===== src/rtl/riscv_pkg.sv =====
// Shared writeback-path constants and helpers used by the regfile writer
// and its scoreboard.
package riscv_pkg;

  localparam int XLEN         = 32;
  localparam int REG_ADDR_W   = 5;
  localparam int NUM_REGS     = 32;
  localparam int STARVE_LIMIT = 4;

  typedef enum logic [1:0] {
    SRC_NONE = 2'd0,
    SRC_ALU  = 2'd1,
    SRC_MEM  = 2'd2
  } wb_src_e;

  // One-hot register select; x0 never maps to a bit so it can't become busy.
  function automatic logic [NUM_REGS-1:0] reg_onehot(input logic [REG_ADDR_W-1:0] r);
    logic [NUM_REGS-1:0] v;
    v    = '0;
    v[r] = 1'b1;
    v[0] = 1'b0;
    return v;
  endfunction

endpackage


===== src/rtl/wb_scoreboard.sv =====
// Pending-write scoreboard: one busy bit per architectural register, set on
// issue, cleared on writeback transfer, with two combinational query ports.
module wb_scoreboard (
  input  logic       clk,
  input  logic       rst,
  input  logic       set_en,
  input  logic [4:0] set_rd,
  input  logic       clr_en,
  input  logic [4:0] clr_rd,
  input  logic [4:0] q_rs1,
  input  logic [4:0] q_rs2,
  output logic       q_rs1_busy,
  output logic       q_rs2_busy
);
  import riscv_pkg::*;

  logic [NUM_REGS-1:0] busy_q;
  logic [NUM_REGS-1:0] busy_d;
  logic [NUM_REGS-1:0] set_vec;
  logic [NUM_REGS-1:0] clr_vec;

  always_comb begin
    set_vec = set_en ? reg_onehot(set_rd) : '0;
    clr_vec = clr_en ? reg_onehot(clr_rd) : '0;
    // Set is applied after clear so a same-edge reissue keeps the bit.
    busy_d    = (busy_q & ~clr_vec) | set_vec;
    busy_d[0] = 1'b0;
  end

  always_ff @(posedge clk or posedge rst) begin
    if (rst) begin
      busy_q <= '0;
    end else begin
      busy_q <= busy_d;
    end
  end

  assign q_rs1_busy = busy_q[q_rs1];
  assign q_rs2_busy = busy_q[q_rs2];

endmodule


===== src/rtl/regfile_writer.sv =====
// Writeback arbiter: merges ALU and load results into a single registered
// regfile write port, with anti-starvation for the ALU and a busy scoreboard.
module regfile_writer #(
  parameter int XLEN         = riscv_pkg::XLEN,
  parameter int STARVE_LIMIT = riscv_pkg::STARVE_LIMIT
) (
  input  logic            clk,
  input  logic            rst,
  input  logic            alu_valid,
  input  logic [4:0]      alu_rd,
  input  logic [XLEN-1:0] alu_val,
  output logic            alu_ready,
  input  logic            mem_valid,
  input  logic [4:0]      mem_rd,
  input  logic [XLEN-1:0] mem_val,
  output logic            mem_ready,
  input  logic            iss_valid,
  input  logic [4:0]      iss_rd,
  input  logic [4:0]      q_rs1,
  input  logic [4:0]      q_rs2,
  output logic            q_rs1_busy,
  output logic            q_rs2_busy,
  output logic [4:0]      rd,
  output logic [XLEN-1:0] val_w,
  output logic            en_w
);
  import riscv_pkg::*;

  localparam int CNT_W = $clog2(STARVE_LIMIT + 1);

  wb_src_e         grant;
  logic            starved;
  logic            xfer;
  logic [4:0]      xfer_rd;
  logic [XLEN-1:0] xfer_val;

  logic [CNT_W-1:0] cnt_q, cnt_d;
  logic             en_q, en_d;
  logic [4:0]       rd_q, rd_d;
  logic [XLEN-1:0]  val_q, val_d;

  assign starved = (cnt_q == CNT_W'(STARVE_LIMIT));

  // Load results have priority unless the ALU has lost STARVE_LIMIT times in a row.
  always_comb begin
    grant = SRC_NONE;
    if (!rst) begin
      if (alu_valid && (!mem_valid || starved)) begin
        grant = SRC_ALU;
      end else if (mem_valid) begin
        grant = SRC_MEM;
      end
    end
  end

  assign alu_ready = (grant == SRC_ALU);
  assign mem_ready = (grant == SRC_MEM);

  always_comb begin
    xfer     = 1'b0;
    xfer_rd  = '0;
    xfer_val = '0;
    case (grant)
      SRC_ALU: begin
        xfer     = 1'b1;
        xfer_rd  = alu_rd;
        xfer_val = alu_val;
      end
      SRC_MEM: begin
        xfer     = 1'b1;
        xfer_rd  = mem_rd;
        xfer_val = mem_val;
      end
      default: begin
        xfer     = 1'b0;
        xfer_rd  = '0;
        xfer_val = '0;
      end
    endcase
  end

  always_comb begin
    cnt_d = '0;
    if (alu_valid && !alu_ready) begin
      cnt_d = starved ? cnt_q : cnt_q + CNT_W'(1);
    end
  end

  // x0 writes are consumed from the source but never reach the regfile.
  always_comb begin
    en_d  = xfer && (xfer_rd != 5'd0);
    rd_d  = rd_q;
    val_d = val_q;
    if (xfer) begin
      rd_d  = xfer_rd;
      val_d = xfer_val;
    end
  end

  always_ff @(posedge clk or posedge rst) begin
    if (rst) begin
      cnt_q <= '0;
      en_q  <= 1'b0;
      rd_q  <= '0;
      val_q <= '0;
    end else begin
      cnt_q <= cnt_d;
      en_q  <= en_d;
      rd_q  <= rd_d;
      val_q <= val_d;
    end
  end

  assign en_w  = en_q;
  assign rd    = rd_q;
  assign val_w = val_q;

  wb_scoreboard u_sb (
    .clk        (clk),
    .rst        (rst),
    .set_en     (iss_valid),
    .set_rd     (iss_rd),
    .clr_en     (xfer),
    .clr_rd     (xfer_rd),
    .q_rs1      (q_rs1),
    .q_rs2      (q_rs2),
    .q_rs1_busy (q_rs1_busy),
    .q_rs2_busy (q_rs2_busy)
  );

endmodule


===== config.mk =====
export PLATFORM = sky130hd
export DESIGN_NAME = regfile_writer
export DESIGN_NICKNAME = d
export VERILOG_FILES = /design/src/rtl/riscv_pkg.sv /design/src/rtl/wb_scoreboard.sv /design/src/rtl/regfile_writer.sv
export SDC_FILE = /design/constraint.sdc
export NUM_CORES = 1
export LEC_CHECK = 0
export CAP_MARGIN = 30
export CORE_MARGIN = 5
export CORE_UTILIZATION = 38
export DETAILED_ROUTE_END_ITERATION = 10
export GPL_TIMING_DRIVEN = 0
export HOLD_SLACK_MARGIN = 0.02
export PLACE_DENSITY = 0.7
export SLEW_MARGIN = 20
export SYNTH_ARGS = -nofsm -noshare
export SYNTH_HDL_FRONTEND = slang
export SYNTH_SLANG_ARGS = --single-unit

===== constraint.sdc =====
create_clock -name clk -period 6.2 [get_ports clk]
set_clock_uncertainty 0.15 [all_clocks]
set_input_delay 0.62 -clock clk [delete_from_list [all_inputs] [get_ports clk]]
set_output_delay 0.62 -clock clk [all_outputs]
set_load 0.005 [all_outputs]

==> results.ini <==
[critical_path]
cp_data_required_time_ns=5.43
endpoint_kind=output pin
crit_start=rst
path_class=input port to output pin
crit_arrival_ns=2.80
critPathMaxFanout=47
start_kind=input port
r2r_start=cnt_q[0]

[synth]
synth-seq-cells=72
synth_area_per_cell_um2=9.67
synthTopCellsByArea=dfrtp_1 48%, o21ai_0 12%, a22oi_1 7.8%, mux2i_1 4.8%, nand2_1 4.0%
syn-instance-count=387
synth_xor_area_share_pct=0.234
synth_edf_count=0
synthAdderAreaFrac_pct=1.34
ys_seq_area_share_pct=48.1
synth_most_common_cell=o21ai_0
syn_nets=485
synth_cell_types=35
syn_area_um2=3740
synth_compound_area_share_pct=24.9
synth_top_family_by_area=compound AO/OA/AOI/OAI gates
async_flop_share_pct=100
ys.flop_type=dfrtp_1
yosys.area_share.simple_pct=12.6
synth_top_area_cell=dfrtp_1
synth_mux_area_share_pct=9.33
yosysTopAreaCellShare_pct=48.1
yosys-top-cells-count=87 x o21ai_0, 72 x dfrtp_1, 40 x nand2_1
yosys_warnings=0

[global_route]
gr-usage-met2_pct=33.0
overflow=0
use_met1_pct=25.8
grt_util_all_layers_pct=20.4
use_met3_pct=7.70
antenna_found_initial=0
grt_max_degree=48
top_usage_layer=met2
grt_pass1_wl_um=19100
grt_pass1_vias=3824

[floorplan]
boundaryPins=136
num_rows=36
initial_core_util_pct=38.6
fp.dieW_um=109
core_region_area_um2=9680
die-area_um2=11900
die_h_um=109

[clocking]
cts_tree=done
ctsResizeCount=0
htree_levels=3
insertion_delay_ns=0.34
clock_path_buffers=2
numCtsBuffers=9
cts-root-buf=clkbuf_8
postCtsHoldBufs=0
cts_setup_buffers=0
clk_pin_slew_worst_paths_ns=0.08
numClockSinks=72

[cells_and_area]
fillers=868
diodes=0
multi_input_area_um2=1810
area.sequential_um2=1800
drive_gt1_share_pct=7.29
postLayoutCoreUtil_pct=56.5
area_growth_pct=46.2
finalNetCount=628
fin_cells=668

[power_and_ir_drop]
vdd_drop_max_mv=0.123
p_per_area_nw_per_um2=254
clkPwrFrac_pct=29.8
seqPwrFrac_pct=44.3
internal_power_uw=992
switching_share_pct=28.5
leakage_nw=2.16
p_sw_uw=396
p_comb_share_pct=26.0

[sta]
maxSlewViolCount=0
rsz0062_at_grt=false
hold_viol=0
relSlewSlack_pct=66.5
fmax_mhz=280
post-route-period-util_pct=57.6
layout_setup_ws_ns=2.63
finalSetupViolCount=0
period_needed_ns=3.57
worst_pin_slew_ns=0.503
fin_tns_setup_ns=0

[place]
place.detailed.hpwl_um=9160
pre_cts_ws_ns=2.38
dp_cells=652
placement.io_buffers=131
gp_congestion=0.905

[route]
wl_per_cell_um=17.7
vias=3595
remaining_drc_errors=0
detail-route-antenna-nets=0
drt-initial-drc-count=189
finalWirelength_um=11800
viasPerCell=5.38
firstDrtPassIters=5

[worst_hold_path]
hold_class=register to register
min_from=val_w[13]

[run]
drv_cap=0

[status]
status=finished, final reports clean

-- power by group through the flow --
stage                     registers (mW)  clock network [mW]  logic [mW]
after floorplan                    0.605                   0       0.172
after global placement             0.617                   0       0.354
after detailed placement           0.622                   0       0.361
after CTS                          0.614               0.415       0.362
after global routing               0.626               0.442       0.398
final                              0.615               0.413       0.361
-- worst paths after layout --
path | endpoint | slack (ns) | cells past startpoint
min in group asynchronous | val_w[31] | 0.46 | 2
setup / recovery | alu_ready | 2.63 | 6
hold reg to reg | val_w[13] | 0.34 | 2
max in group asynchronous | u_sb.busy_q[24] | 4.89 | 3
hold / removal | val_w[13] | 0.34 | 2
setup reg to reg | u_sb.busy_q[14] | 3.20 | 11
-- registers in the layout (all words and copies together), names as in the netlist --
| register | flops |
|---|---|
| cnt_q | 3 |
| rd | 5 |
| u_sb.busy_q | 31 |
| en_w | 1 |
| val_w | 32 |
-- cells in the final DEF, fill, tap and decap left out, drive strengths merged, types with 2 or more instances in the layout --
cell type      instances
clkdlybuf4s50        131
o21ai                 95
dfrtp                 72
nand2                 40
a22oi                 39
clkbuf                22
nand3                 19
mux2i                 18
buf                   13
a21oi                  9
inv                    9
nor2                   8
mux4                   6
nand2b                 5
nand3b                 5
a22o                   5
nand4                  4
nor2b                  4
ha                     4
mux2                   3
or3b                   3
nand4b                 2
o2111ai                2
a211oi                 2
o211ai                 2
bufinv                 2
clkinvlp               2
-- kinds of logic after synthesis --
group                      Yosys count
AOI/OAI and AO/OA                  156
xor gates and xnor gates             1
adders and majority gates            4
buffers and inverters               32
DFF                                 72
muxes                               27
and+or+nand+nor                     95
-- metrics by stage --
| stage | total power, mW | hold WS, ns | cell area (um2) |
|---|---|---|---|
| final | 1.39 | 0.340 | 5470 |
| after global routing | 1.47 | 0.362 | 5470 |
| after CTS | 1.39 | 0.341 | 5470 |
| after detailed placement | 0.982 | 0.322 | 5250 |
| after global placement | 0.971 | 0.316 | 5220 |
| after floorplan | 0.777 | 0.324 | 3740 |
-- routing by layer --
layer | up-vias | routed length (um)
met1 | 1701 | 4920
met3 | 19 | 1160
li1 | 1724 | -
met2 | 151 | 5550
met4 | 0 | 183
met5 | - | 0
-- final cells by class --
cell class / instances / share of cell area (%)
plain buffers: 23 / 1.74
inverters: 9 / 0.663
repair buffers: 132 / 24.5
multi-input cells: 283 / 33.1
well taps: 133 / 3.04
clock inverters: 5 / 1.46
flip-flops and latches: 72 / 32.9
clock buffers: 11 / 2.58
-- critical path, cell delays in order --
cell and delay, ns:
clkdlybuf4s50_1 0.44, inv_4 0.30, buf_16 0.27, and3_1 0.22
ha_1 0.33, clkdlybuf4s50_1 0.57
Note: power is estimated with default switching activity, not from simulation.
